File: config.mk
export PLATFORM = sky130hd
export DESIGN_NAME = counter_stim_driver
export DESIGN_NICKNAME = d
export VERILOG_FILES = /design/src/rtl/counter_stim_driver.sv
export SDC_FILE = /design/constraint.sdc
export NUM_CORES = 1
export LEC_CHECK = 0
export CAP_MARGIN = 20
export CORE_MARGIN = 2
export CORE_UTILIZATION = 40
export DETAILED_ROUTE_END_ITERATION = 16
export PLACE_DENSITY = 0.67
export SLEW_MARGIN = 20
export SYNTH_ARGS = -nofsm -noshare
export SYNTH_HDL_FRONTEND = slang
export SYNTH_SLANG_ARGS = --single-unit
File: constraint.sdc
create_clock -name clk -period 5.7 [get_ports clk]
set_clock_uncertainty 0.2 [all_clocks]
set_input_delay 0.855 -clock clk [delete_from_list [all_inputs] [get_ports clk]]
set_output_delay 0.855 -clock clk [all_outputs]
set_load 0.1 [all_outputs]
File: src/rtl/counter_stim_driver.sv
// Command-driven stimulus generator for the 16-bit up/down counter.
// Accepts HOLD/LOAD/UP/DOWN commands over valid/ready, drives the counter
// controls for cmd_len+1 cycles, and predicts the counter's data_out.
// Ports:
//   clk, rst_                  clock, async active-low reset
//   cmd_valid/cmd_ready        command handshake (ready only in IDLE)
//   cmd_op/cmd_data/cmd_len    command fields, sampled at the handshake edge
//   data_in/ld_cnt/updn_cnt/count_enb  counter controls
//   busy, done                 status; done is a one-cycle completion pulse
//   expected_out               cycle-aligned prediction of counter data_out
module counter_stim_driver #(
  parameter int unsigned WIDTH = 16,
  parameter int unsigned LEN_W = 8
) (
  input  logic             clk,
  input  logic             rst_,
  input  logic             cmd_valid,
  output logic             cmd_ready,
  input  logic [1:0]       cmd_op,
  input  logic [WIDTH-1:0] cmd_data,
  input  logic [LEN_W-1:0] cmd_len,
  output logic [WIDTH-1:0] data_in,
  output logic             ld_cnt,
  output logic             updn_cnt,
  output logic             count_enb,
  output logic             busy,
  output logic             done,
  output logic [WIDTH-1:0] expected_out
);

  typedef enum logic [1:0] {
    ST_IDLE  = 2'b00,
    ST_DRIVE = 2'b01,
    ST_DONE  = 2'b10
  } state_t;

  localparam logic [1:0] OP_HOLD = 2'b00;
  localparam logic [1:0] OP_LOAD = 2'b01;
  localparam logic [1:0] OP_UP   = 2'b10;
  localparam logic [1:0] OP_DOWN = 2'b11;

  state_t             state_q, state_d;
  logic [LEN_W-1:0]   rem_q, rem_d;
  logic [WIDTH-1:0]   data_in_q, data_in_d;
  logic               ld_cnt_q, ld_cnt_d;
  logic               updn_q, updn_d;
  logic               enb_q, enb_d;
  logic               busy_q, busy_d;
  logic               done_q, done_d;
  logic               ready_q, ready_d;
  logic [WIDTH-1:0]   exp_q, exp_d;

  // Next-state, control pattern and counter prediction.
  always_comb begin
    state_d   = state_q;
    rem_d     = rem_q;
    data_in_d = data_in_q;
    ld_cnt_d  = ld_cnt_q;
    updn_d    = updn_q;
    enb_d     = enb_q;
    busy_d    = busy_q;
    done_d    = 1'b0;
    ready_d   = ready_q;
    exp_d     = exp_q;

    // Prediction uses the controls presented during the cycle ending now,
    // which is exactly what the counter samples on this edge.
    if (!ld_cnt_q) begin
      exp_d = data_in_q;
    end else if (enb_q) begin
      exp_d = updn_q ? exp_q + WIDTH'(1) : exp_q - WIDTH'(1);
    end

    case (state_q)
      ST_IDLE: begin
        if (cmd_valid && ready_q) begin
          rem_d   = cmd_len;
          state_d = ST_DRIVE;
          busy_d  = 1'b1;
          ready_d = 1'b0;
          case (cmd_op)
            OP_HOLD: begin
              ld_cnt_d = 1'b1;
              enb_d    = 1'b0;
            end
            OP_LOAD: begin
              ld_cnt_d  = 1'b0;
              data_in_d = cmd_data;
              enb_d     = 1'b0;
            end
            OP_UP: begin
              ld_cnt_d = 1'b1;
              enb_d    = 1'b1;
              updn_d   = 1'b1;
            end
            OP_DOWN: begin
              ld_cnt_d = 1'b1;
              enb_d    = 1'b1;
              updn_d   = 1'b0;
            end
            default: begin
              ld_cnt_d = 1'b1;
              enb_d    = 1'b0;
            end
          endcase
        end
      end
      ST_DRIVE: begin
        if (rem_q == '0) begin
          ld_cnt_d = 1'b1;
          enb_d    = 1'b0;
          done_d   = 1'b1;
          state_d  = ST_DONE;
        end else begin
          rem_d = rem_q - LEN_W'(1);
        end
      end
      ST_DONE: begin
        busy_d  = 1'b0;
        ready_d = 1'b1;
        state_d = ST_IDLE;
      end
      default: begin
        busy_d  = 1'b0;
        ready_d = 1'b1;
        ld_cnt_d = 1'b1;
        enb_d   = 1'b0;
        state_d = ST_IDLE;
      end
    endcase
  end

  // State and output registers.
  always_ff @(posedge clk or negedge rst_) begin
    if (!rst_) begin
      state_q   <= ST_IDLE;
      rem_q     <= '0;
      data_in_q <= '0;
      ld_cnt_q  <= 1'b1;
      updn_q    <= 1'b0;
      enb_q     <= 1'b0;
      busy_q    <= 1'b0;
      done_q    <= 1'b0;
      ready_q   <= 1'b1;
      exp_q     <= '0;
    end else begin
      state_q   <= state_d;
      rem_q     <= rem_d;
      data_in_q <= data_in_d;
      ld_cnt_q  <= ld_cnt_d;
      updn_q    <= updn_d;
      enb_q     <= enb_d;
      busy_q    <= busy_d;
      done_q    <= done_d;
      ready_q   <= ready_d;
      exp_q     <= exp_d;
    end
  end

  assign cmd_ready    = ready_q;
  assign data_in      = data_in_q;
  assign ld_cnt       = ld_cnt_q;
  assign updn_cnt     = updn_q;
  assign count_enb    = enb_q;
  assign busy         = busy_q;
  assign done         = done_q;
  assign expected_out = exp_q;

endmodule

==> results.json <==
{
  "status": "completed",
  "crit_type": "register to output port",
  "cts_root_buf": "clkbuf_8",
  "synth_commonest_cells": "dfrtp_1, nor2_1, a21oi_1",
  "initial_core_util_pct": 41.34,
  "cts_setup_buffers": 0,
  "antenna_found_initial": 0,
  "synth_async_sr_flop_share_pct": 100.0,
  "worst-slew-pin-transition_ns": 0.9967,
  "yosysMostFrequentCell": "dfrtp_1",
  "cp-startpoint": "ld_cnt",
  "final_nets": 399,
  "die-area_sq_um": 7709,
  "clock_latency_ns": 0.31,
  "wl_per_cell_um": 14.21,
  "cts_max_level": 2,
  "post-route-min-period_ns": 3.366,
  "slowest_stage": "clkdlybuf4s50_1",
  "hold_path_startpoint": "cmd_ready",
  "synthMuxAreaShare_pct": 8.953,
  "crit_chain": "clkdlybuf4s50_1",
  "synth_fp_nets": 335,
  "die_w_um": 87.80,
  "diodes": 0,
  "regToRegStartpoint": "updn_cnt",
  "final_antenna_net_count": 0,
  "yosys.area_share.simple_pct": 15.14,
  "hp-class": "register to register",
  "rows": 30,
  "yosysTopAreaCell": "dfrtp_1",
  "cts_max_path_buffers": 2,
  "synth_top_family_by_area": "compound AO/OA/AOI/OAI gates",
  "synth-edff-count": 0,
  "path_clk_slew_ns": 0.09,
  "syn-instance-count": 289,
  "cp.buffers_inverters": 1,
  "synth_top_area_share_pct": 40.98,
  "grt_max_degree": 49,
  "remaining_drc_errors": 0,
  "synth.area.top_cells": "dfrtp_1, ha_1, mux2_2",
  "cp_max_fo": 22,
  "synth_area_sq_um": 2809,
  "startpoint_type": "register",
  "drive_gt1_share_pct": 9.605,
  "firstDrtPassIters": 4,
  "cts_sinks": 48,
  "drtIter0Drc": 98,
  "cts_resized": 0,
  "rsz0062_at_grt": "false",
  "synth_compound_area_share_pct": 18.49,
  "yosys_most_used_dff": "dfrtp_1",
  "report.final.setup_viol": 0,
  "critPathArrivalTime_ns": 2.31,
  "gp_congestion": 0.9091,
  "yosysUniqueCellTypes": 47,
  "synthAdderAreaFrac_pct": 7.840,
  "die_h_um": 87.80,
  "fmax_mhz": 297.1,
  "ios": 67,
  "area_growth_pct": 29.93,
  "cap_violations": 0,
  "overflow": 0,
  "vias": 2388,
  "yosysWarnings": 0,
  "final.setup.tns_ns": 0,
  "crit_family": "buffers and inverters",
  "portBuffers": 66,
  "grt_pass1_vias": 2328,
  "grt_use_total_pct": 17.55,
  "endpoint_kind": "output port",
  "finalHoldViolCount": 0,
  "dp_hpwl_um": 4674,
  "synth_seq_area_share_pct": 42.85,
  "vias_per_cell": 5.307,
  "holdBufCountCts": 0,
  "grt_pass1_wl_um": 10720,
  "cts_tree": "done",
  "syn_avg_cell_area_sq_um": 9.720,
  "reg2reg_slack_ns": 2.90,
  "slew_violations": 0,
  "cts_buffers": 5,
  "required_ns": 4.64,
  "max_slew_margin_pct": 33.35,
  "cpPeakStageDelay_ns": 1.21,
  "synth_xor_area_share_pct": 3.742,
  "core_area_sq_um": 6794,
  "period_share_pct": 59.05,
  "routed_wl_um": 6394,
  "synth-seq-cells": 48
}
[layout make-up]
type | count | area (sq um)
Timing Repair Buffer | 67 | 663.1
Clock buffer | 6 | 72.57
Sequential cell | 48 | 1204
Inverter | 9 | 33.78
Clock inverter | 2 | 35.03
Tap cell | 96 | 120.1
Fill cell | 643 | 3144
Multi-Input combinational cell | 222 | 1521
[path summary, 6_finish.rpt]
path | to | depth (start not counted)
max | ld_cnt | 1
min | cmd_ready | 2
max reg2reg | expected_out[14] | 8
min reg2reg | cmd_ready | 2
max in group asynchronous | expected_out[10] | 2
min in group asynchronous | data_in[4] | 2
[routing by layer]
layer | GRT usage [%] | wire length (um)
met1 | 22.21 | 2913
met2 | 30.58 | 3176
met3 | 3.299 | 230
met4 | 5.035 | 74
met5 | 0 | 0
[logic make-up after synthesis]
family                   count (synthesis)
flip-flops                              48
adder cells (fa/ha/maj)                 17
AO/OA/AOI/OAI                           84
multiplexers                            23
XOR/XNOR                                12
buffers and inverters                   19
AND/OR/NAND/NOR                         86
[metrics by stage]
step	instance area [sq um]	hold WS (ns)	util, %	instances	worst slack [ns]
2_1_floorplan	2809	0.2989	-	289	2.494
3_3_place_gp	3542	0.2928	52.14	442	2.669
3_5_place_dp	3542	0.2917	52.14	442	2.666
4_1_cts	3650	0.3100	53.72	450	2.313
5_1_grt	3650	0.3358	53.72	450	2.263
6_report	3650	0.3071	53.72	450	2.334
[placed cells by master (no fill, tap or decap), types with 3 or more instances in the layout]
master / count
o21a_1: 3
mux2i_1: 6
nand2_1: 19
nor2_1: 33
clkdlybuf4s50_1: 65
nand3_1: 11
xnor2_1: 9
nor2b_1: 3
ha_1: 16
nor3_1: 3
a21oi_1: 28
xor2_1: 3
o21ai_0: 22
dfrtp_1: 46
clkbuf_8: 5
mux2_2: 17
a22oi_1: 9
inv_1: 9
[worst reg2reg max path: stages (launching register included)]
cell     delay, ns
dfrtp_1       0.47
inv_1         0.43
ha_1          0.40
a21oi_1       0.20
o21ai_0       0.17
a221o_1       0.33
a41oi_1       0.22
xor2_1        0.16
o21ai_0       0.08
[sequential cells by signal, indices dropped and copies added, names as in the netlist]
signal        cells
done              1
ld_cnt            1
count_enb         1
state_q           2
cmd_ready         1
expected_out     16
busy              1
updn_cnt          1
rem_q             8
data_in          16
Power is left out: the tool's default activity adds up to more than one toggle a clock period on the data nets, which glitch-free logic cannot reach.
